--- src/rtl/regfile_wr_arbiter_if.sv ---
// Writeback-source / register-file write-port bundle for regfile_wr_arbiter.
// master = sources, issue logic and register file; slave = the arbiter.
interface regfile_wr_arbiter_if #(
  parameter int NREQ = 3,
  parameter int AW   = 5,
  parameter int DW   = 32
);
  localparam int NREG = 1 << AW;

  logic [NREQ-1:0]    req_valid;
  logic [NREQ*AW-1:0] req_addr;
  logic [NREQ*DW-1:0] req_data;
  logic [NREQ-1:0]    req_ready;
  logic               claim_valid;
  logic [AW-1:0]      claim_addr;
  logic               RegWr;
  logic [AW-1:0]      WriteReg;
  logic [DW-1:0]      WriteData;
  logic [NREG-1:0]    pend_mask;
  logic               err_unclaimed;

  modport master (
    output req_valid, req_addr, req_data, claim_valid, claim_addr,
    input  req_ready, RegWr, WriteReg, WriteData, pend_mask, err_unclaimed
  );
  modport slave (
    input  req_valid, req_addr, req_data, claim_valid, claim_addr,
    output req_ready, RegWr, WriteReg, WriteData, pend_mask, err_unclaimed
  );
endinterface

--- src/rtl/regfile_wr_arbiter.sv ---
// Register-file write-port arbiter with pending-write scoreboard.
// ARB_RR_EN selects round-robin; otherwise fixed priority req0 > req1 > req2.
module regfile_wr_arbiter #(
  parameter int NREQ = 3,
  parameter int AW   = 5,
  parameter int DW   = 32
) (
  input logic                clk,
  input logic                rst,
  regfile_wr_arbiter_if.slave bus
);
  localparam int IW   = $clog2(NREQ);
  localparam int NREG = 1 << AW;

  logic [NREQ-1:0] gnt;
  logic [IW-1:0]   gIdx;
  logic [IW-1:0]   idx;
  logic            anyGnt;
  logic [AW-1:0]   gAddr;
  logic [NREG-1:0] pendNxt;
  logic            errSet;

`ifdef ARB_RR_EN
  logic [IW-1:0] lastGnt;
`endif

  // Grant depends only on req_valid and the pointer, never on addr/data.
  always_comb begin
    gnt    = '0;
    gIdx   = '0;
    idx    = '0;
    anyGnt = 1'b0;
    for (int k = 0; k < NREQ; k++) begin
`ifdef ARB_RR_EN
      idx = IW'((int'(lastGnt) + 1 + k) % NREQ);
`else
      idx = IW'(k);
`endif
      if (!anyGnt && bus.req_valid[idx]) begin
        anyGnt   = 1'b1;
        gnt[idx] = 1'b1;
        gIdx     = idx;
      end
    end
  end

  assign bus.req_ready = gnt;
  assign gAddr         = bus.req_addr[gIdx*AW +: AW];

`ifdef ARB_RR_EN
  always_ff @(posedge clk or negedge rst) begin
    if (!rst)        lastGnt <= IW'(NREQ - 1);
    else if (anyGnt) lastGnt <= gIdx;
  end
`endif

  always_ff @(posedge clk or negedge rst) begin
    if (!rst) begin
      bus.RegWr     <= 1'b0;
      bus.WriteReg  <= '0;
      bus.WriteData <= '0;
    end else begin
      // r0 writes complete the handshake but never raise RegWr.
      bus.RegWr <= anyGnt && (gAddr != '0);
      if (anyGnt) begin
        bus.WriteReg  <= gAddr;
        bus.WriteData <= bus.req_data[gIdx*DW +: DW];
      end
    end
  end

  // Retirement clears first so a same-cycle claim of that register wins.
  always_comb begin
    pendNxt = bus.pend_mask;
    if (bus.RegWr) pendNxt[bus.WriteReg] = 1'b0;
    if (bus.claim_valid && bus.claim_addr != '0) pendNxt[bus.claim_addr] = 1'b1;
    pendNxt[0] = 1'b0;
  end

  assign errSet = bus.RegWr && (bus.WriteReg != '0) && !bus.pend_mask[bus.WriteReg];

  always_ff @(posedge clk or negedge rst) begin
    if (!rst) begin
      bus.pend_mask     <= '0;
      bus.err_unclaimed <= 1'b0;
    end else begin
      bus.pend_mask <= pendNxt;
      if (errSet) bus.err_unclaimed <= 1'b1;
    end
  end
endmodule

--- src/flat_wrapper.sv ---
// flat-port wrapper written by rule: the top's interface ports become plain ports
module regfile_wr_arbiter_flat 
#(
  parameter int NREQ = 3,
  parameter int AW   = 5,
  parameter int DW   = 32
)
  (clk, rst, bus_req_valid, bus_req_addr, bus_req_data, bus_claim_valid, bus_claim_addr, bus_req_ready, bus_RegWr, bus_WriteReg, bus_WriteData, bus_pend_mask, bus_err_unclaimed);
  regfile_wr_arbiter_if #(.NREQ(NREQ), .AW(AW), .DW(DW)) bus_i ();
  input logic clk;
  input logic rst;
  input wire logic [$bits(bus_i.req_valid)-1:0] bus_req_valid;
  input wire logic [$bits(bus_i.req_addr)-1:0] bus_req_addr;
  input wire logic [$bits(bus_i.req_data)-1:0] bus_req_data;
  input wire logic [$bits(bus_i.claim_valid)-1:0] bus_claim_valid;
  input wire logic [$bits(bus_i.claim_addr)-1:0] bus_claim_addr;
  output wire logic [$bits(bus_i.req_ready)-1:0] bus_req_ready;
  output wire logic [$bits(bus_i.RegWr)-1:0] bus_RegWr;
  output wire logic [$bits(bus_i.WriteReg)-1:0] bus_WriteReg;
  output wire logic [$bits(bus_i.WriteData)-1:0] bus_WriteData;
  output wire logic [$bits(bus_i.pend_mask)-1:0] bus_pend_mask;
  output wire logic [$bits(bus_i.err_unclaimed)-1:0] bus_err_unclaimed;
  assign bus_i.req_valid = bus_req_valid;
  assign bus_i.req_addr = bus_req_addr;
  assign bus_i.req_data = bus_req_data;
  assign bus_i.claim_valid = bus_claim_valid;
  assign bus_i.claim_addr = bus_claim_addr;
  assign bus_req_ready = bus_i.req_ready;
  assign bus_RegWr = bus_i.RegWr;
  assign bus_WriteReg = bus_i.WriteReg;
  assign bus_WriteData = bus_i.WriteData;
  assign bus_pend_mask = bus_i.pend_mask;
  assign bus_err_unclaimed = bus_i.err_unclaimed;
  regfile_wr_arbiter #(.NREQ(NREQ), .AW(AW), .DW(DW)) u_core (.clk(clk), .rst(rst), .bus(bus_i));
endmodule
--- config.mk ---
export PLATFORM = sky130hd
export DESIGN_NAME = regfile_wr_arbiter_flat
export DESIGN_NICKNAME = d
export VERILOG_FILES = /design/src/rtl/regfile_wr_arbiter_if.sv /design/src/rtl/regfile_wr_arbiter.sv /design/src/flat_wrapper.sv
export SDC_FILE = /design/constraint.sdc
export NUM_CORES = 1
export LEC_CHECK = 0
export ABC_AREA = 1
export ABC_CLOCK_PERIOD_IN_PS = 1650
export CAP_MARGIN = 10
export CORE_ASPECT_RATIO = 1.4
export CORE_MARGIN = 3
export CORE_UTILIZATION = 41
export DETAILED_ROUTE_END_ITERATION = 10
export GPL_ROUTABILITY_DRIVEN = 0
export GPL_TIMING_DRIVEN = 0
export PLACE_DENSITY = 0.91
export SLEW_MARGIN = 20
export SYNTH_ARGS = -nofsm -noshare
export SYNTH_HDL_FRONTEND = slang
export SYNTH_SLANG_ARGS = --single-unit
--- constraint.sdc ---
create_clock -name clk -period 1.65 [get_ports clk]
set_clock_uncertainty 0.1 [all_clocks]
set_input_delay 0.495 -clock clk [delete_from_list [all_inputs] [get_ports clk]]
set_output_delay 0.495 -clock clk [all_outputs]
set_load 0.01 [all_outputs]
# Word level (Yosys, flattened, before mapping)
# Index checks and enable logic that the tools add are counted.
[totals] reg_bits=70 latch_bits=0 mem_bits_rw=0 rom_bits=0 elab_cells=44 mem_count=0
[classes] add_sub_neg=0 mul=1 div_mod_pow=0 order_cmp=4 eq_ne=0 shifts=2 n_mux=15 bitwise=3 n_reduce_logical=14
[op_table] operator="variable part select 96 x 8 -> 32 bit" n=1
[op_table] operator="two-way mux 32 bit" n=2
[op_table] operator="AND 32 bit" n=1
[op_table] operator="inverter 32 bit" n=1
[op_table] operator="OR 32 bit" n=1
[op_table] operator="nonzero test 5 bit" n=3
[op_table] operator="variable part select 15 x 6 -> 5 bit" n=1
[op_table] operator="less-than comparator 5 x 6 -> 1 bit, second input constant" n=2
[op_table] operator="demux 1 bit (select 5 bit)" n=2
[op_table] operator="greater-or-equal comparator 5 x 1 -> 1 bit, second input constant" n=2
[op_table] operator="two-way mux 1 bit" n=9
[op_table] operator="logical AND 1 bit" n=8
[op_table] operator="binary-select mux 1 bit (select 5 bit)" n=1
[op_table] operator="multiplier 2 x 3 -> 5 bit, second input constant" n=1
[op_table] operator="logical NOT 1 bit" n=3
[op_table] operator="two-way mux 2 bit" n=1

# Logic depth before layout (Yosys ltp)
[depth] word_depth=11 mapped_depth=11 ltp_nobuf=10

# Worst setup path before layout
# Ideal clock, no wire load.
[synth_path] kind="input-to-output" start="in bus_req_valid[1]" end="out bus_req_ready[2]" arrival_ns=1.091 path_slack_ns=-0.036 cell_stages=5 path_buffers=2 cell_sequence="nor2_2 nand2_2 clkbuf_8 buf_4 inv_1"
[synth_via] elab_chain_cells=5
[synth_lines] item="start: declaration" line_no="flat_wrapper.sv:12" source="input wire logic [$bits(bus_i.req_valid)-1:0] bus_req_valid;"
[synth_lines] item="logical AND 1 bit" line_no="regfile_wr_arbiter.sv:39" source="if (!anyGnt && bus.req_valid[idx]) begin"
[synth_lines] item="two-way mux 1 bit" line_no="regfile_wr_arbiter.sv:39"
[synth_lines] item="logical NOT 1 bit" line_no="regfile_wr_arbiter.sv:39"
[synth_lines] item="logical AND 1 bit" line_no="regfile_wr_arbiter.sv:39"
[synth_lines] item="two-way mux 1 bit" line_no="regfile_wr_arbiter.sv:39"
[synth_lines] item="end: declaration" line_no="flat_wrapper.sv:17" source="output wire logic [$bits(bus_i.req_ready)-1:0] bus_req_ready;"
# No other way between the ends.

# Worst setup path after layout
[layout_path] start="reg u_core.bus.WriteReg[0]" end="reg u_core.bus.pend_mask[21]"
[layout_via] elab_chain_cells=9 word_cells_on_any_way=10
[layout_lines] item="start: declaration" line_no="regfile_wr_arbiter_if.sv:28" source="output req_ready, RegWr, WriteReg, WriteData, pend_mask, err_unclaimed"
[layout_lines] item="start signal: assignment" line_no="regfile_wr_arbiter.sv:66" source="bus.WriteReg <= gAddr;"
[layout_lines] item="less-than comparator 5 x 6 -> 1 bit (implied by the code) or greater-or-equal comparator 5 x 1 -> 1 bit (tied branches)" line_no="regfile_wr_arbiter.sv:75" source="if (bus.RegWr) pendNxt[bus.WriteReg] = 1'b0;"
[layout_lines] item="logical AND 1 bit (implied by the code)" line_no="regfile_wr_arbiter.sv:75"
[layout_lines] item="two-way mux 1 bit (implied by the code)" line_no="regfile_wr_arbiter.sv:75"
[layout_lines] item="demux 1 bit (select 5 bit) *"
[layout_lines] item="inverter 32 bit (no source line) *"
[layout_lines] item="AND 32 bit (no source line) *"
[layout_lines] item="two-way mux 32 bit *" line_no="regfile_wr_arbiter.sv:75"
[layout_lines] item="OR 32 bit (no source line)"
[layout_lines] item="two-way mux 32 bit *" line_no="regfile_wr_arbiter.sv:76" source="if (bus.claim_valid && bus.claim_addr != '0) pendNxt[bus.claim_addr] = 1'b1;"
[layout_lines] item="via u_core.pendNxt[21]" line_no="regfile_wr_arbiter.sv:20" source="logic [NREG-1:0] pendNxt;"
[layout_lines] item="end signal: assignment" line_no="regfile_wr_arbiter.sv:87" source="bus.pend_mask <= pendNxt;"
[layout_lines] item="end: declaration" line_no="regfile_wr_arbiter_if.sv:28"
# The timed path passes the listed nets; every way through them passes the cells marked *.
# A chain may end at the register's enable or synchronous reset.

==> out/results.ini <==
[route]
wl_met3_um=1430
drt_first_pass_iters=6
ant_nets=0
drtIter0Drc=265
wire_per_inst_um=16.7
wl_met2_um=7610
viasPerCell=5.38
wl_met1_um=5190
vias=4748
top_layer_used=met4
postRouteWirelength_um=14800
drc=0

[power]
peakVddDrop_uv=556
p_int_mw=4.55
p_comb_frac=0.357
p_per_area_nw_per_um2=1060
pwr-share-seq=0.367
netSwitchingFraction=0.341
p_clk_frac=0.276
p_leak_nw=3.03
switchingPower_mw=2.35

[worst_setup_path]
crit_buf_inv=1
cpMaxStageDelayCell=dfrtp_1
path_delay_family=flip-flops
startpoint=u_core.bus.WriteReg[0]$_DFFE_PN0P_
worstPathRequired_ps=1730
critical_path_class=reg -> reg
cp_max_fo=10
worstSetupStartpointType=register
r2r-start=u_core.bus.WriteReg[0]$_DFFE_PN0P_
critPathArrivalTime_ps=1740
critPathCaptureType=register
cp_common_cell=o21ai_0
crit_chain=buf_2, nand3_1, o21ai_0, o21ai_0
slowest_delay_ps=410

[synthesis]
ys_ff_latch=70
synthArstFlopShare=1.00
syn_area_per_cell_um2=7.64
yosys_warnings=0
synth_top_cell_by_area=dfrtp_1
yosys_most_used_dff=dfrtp_1
yosysUniqueCellTypes=22
syn_nets=650
ys_top_cells_by_count=nand2_1, dfrtp_1, o21ai_0
netlist_instances=528
post-synth-top-count-cell=nand2_1
syn_area_um2=4030
yosysSeqAreaShare=0.434
yosys-top-cells-area=dfrtp_1, nand2_1, o21ai_0
synth_edf_count=0
yosys.area.top_type_share=0.434

[sta]
fin_crit_sh=1.01
report.final.slew_viol_count=0
rsz0062_at_grt=true
period_minus_slack_ps=1660
fmax_ghz=0.602
whs_ps=370
finalHoldViolations=0
setup_violations=2
post-route-worst-setup-slack_ps=-12.2

[finish]
stdcell_count=883
num-fill-cells=803
area_delta_synth_final_pct=61.3
multiInputGateArea_um2=1990
antennaDiodeCount=0
design_area_um2=6500
drive_gt1_frac=0.149
seq_area_um2=1760
nets=868

[run]
drv_cap=0

[hold_path]
hold_path.class=reg -> reg
min_from=u_core.bus.WriteData[9]$_DFFE_PN0P_

[floorplan]
dieArea_um2=11100
die_w_um=89.8
die_h_um=123
fp.coreArea_um2=9510
rows=42
pin_count=196
start_util=0.424

[cts]
cts.sinks=70
clk_latency_ps=330
cts_buffers=9
h-tree-depth=3
cts_buffer_depth=2
path_clk_slew_ps=60
cts_tree=yes
cts-root-buf=clkbuf_16

[grt]
grt_pass1_vias=4853
grt.total_usage=0.269
antenna_found_initial=0
grt_max_degree=47
grt_pass1_wl_um=23400
grt_overflow=0

[placed_design]
dp_cells=855
portBuffers=194
postPlaceCellArea_um2=6170
hpwl_um=11300

[status]
violations=setup timing
outcome=complete, but fails checks

==> state kept, by name, indices dropped and copies added (netlist names) <==
register and flops:
u_core.bus.WriteReg 5, u_core.bus.err_unclaimed 1, u_core.bus.WriteData 32, u_core.bus.RegWr 1, u_core.bus.pend_mask 31
==> per-stage QoR <==
| stage | power, mW | worst slack [ps] | TNS (ps) | utilization |
|---|---|---|---|---|
| detailed placement | 5.18 | -1100 | -25040 | 0.649 |
| CTS | 6.79 | -30.5 | -30.5 | 0.680 |
| floorplan | 3.57 | 25.0 | 0 | - |
| global placement | 5.05 | -2300 | -183000 | 0.646 |
| global route | 7.28 | -86.4 | -750 | 0.684 |
| finish | 6.90 | -12.2 | -19.6 | 0.684 |
==> power by group through the flow <==
stage / clock [mW] / sequential, mW / combinational (mW)
floorplan: 0 / 2.71 / 0.851
global placement: 0 / 2.55 / 2.51
detailed placement: 0 / 2.58 / 2.60
CTS: 1.93 / 2.52 / 2.35
global route: 2.02 / 2.58 / 2.68
finish: 1.90 / 2.53 / 2.46
==> cell usage in the layout, fill, tap and decap left out, types with 2 or more instances in the layout <==
cell type / netlist / routed
inv_2: 7 / 8
dlygate4sd2_1: 0 / 54
clkdlybuf4s50_1: 0 / 117
nand2_2: 2 / 3
nor2_4: 1 / 2
dfrtp_2: 0 / 5
nand3_1: 59 / 58
buf_2: 12 / 11
o211ai_1: 10 / 10
clkbuf_16: 0 / 9
nand2_1: 220 / 219
nor3_2: 6 / 7
inv_1: 16 / 15
buf_4: 6 / 22
buf_6: 9 / 11
dfrtp_1: 70 / 65
o21ai_1: 7 / 7
clkdlybuf4s15_1: 0 / 17
nor2_1: 8 / 7
clkinv_2: 0 / 3
nor2_2: 2 / 2
o211ai_2: 21 / 21
o21ai_0: 66 / 65
==> cells by family (layout without fill, tap and decap cells) <==
logic type,after synthesis,in the layout,share of synthesized area
other,1,1,0.000930
AOI/OAI and AO/OA,104,104,0.174
and+or+nand+nor,301,301,0.313
DFF,70,70,0.434
buffers and inverters,52,275,0.0769
==> worst reg2reg max path, cell delays in order (launching register included) <==
cell and delay, ps:
dfrtp_1 410, buf_2 270, nand3_1 350, o21ai_0 260, o21ai_0 140
==> area by class of cell <==
cell class | count | share of cell area
clock buffers | 10 | 0.0352
flip-flops and latches | 70 | 0.270
well taps | 132 | 0.0254
repair buffers | 211 | 0.311
clock inverters | 6 | 0.00942
multi-input cells | 406 | 0.307
inverters | 24 | 0.0138
plain buffers | 24 | 0.0281
==> layer usage <==
metal  global-route usage  up-vias
li1                     -     2191
met2                0.486      319
met4                0.151        0
met1                0.287     2178
met5                    0        -
met3               0.0700       60
==> final timing paths <==
check                                                       to  depth (start not counted)  slack [ps]
setup / recovery            u_core.bus.pend_mask[21]$_DFF_PN0_                          4         -10
hold / removal             u_core.bus.WriteData[9]$_DFFE_PN0P_                          2         370
setup reg to reg            u_core.bus.pend_mask[21]$_DFF_PN0_                          4         -10
hold reg to reg            u_core.bus.WriteData[9]$_DFFE_PN0P_                          2         370
max in group asynchronous  u_core.bus.WriteData[1]$_DFFE_PN0P_                          3         390
min in group asynchronous   u_core.bus.pend_mask[24]$_DFF_PN0_                          2         510
==> what timing repair did <==
| item | in CTS | in global routing |
|---|---|---|
| endpoints found under the setup margin | 122 | 51 |
| hold buffers | 1 | 0 |
| buffers inserted | 11 | 4 |
| hold endpoints to repair | 24 | 0 |
| pin swaps | 2 | 2 |
| cloned | 0 | 0 |
| resized for setup | 103 | 21 |
(Power assumes the default switching activity.)
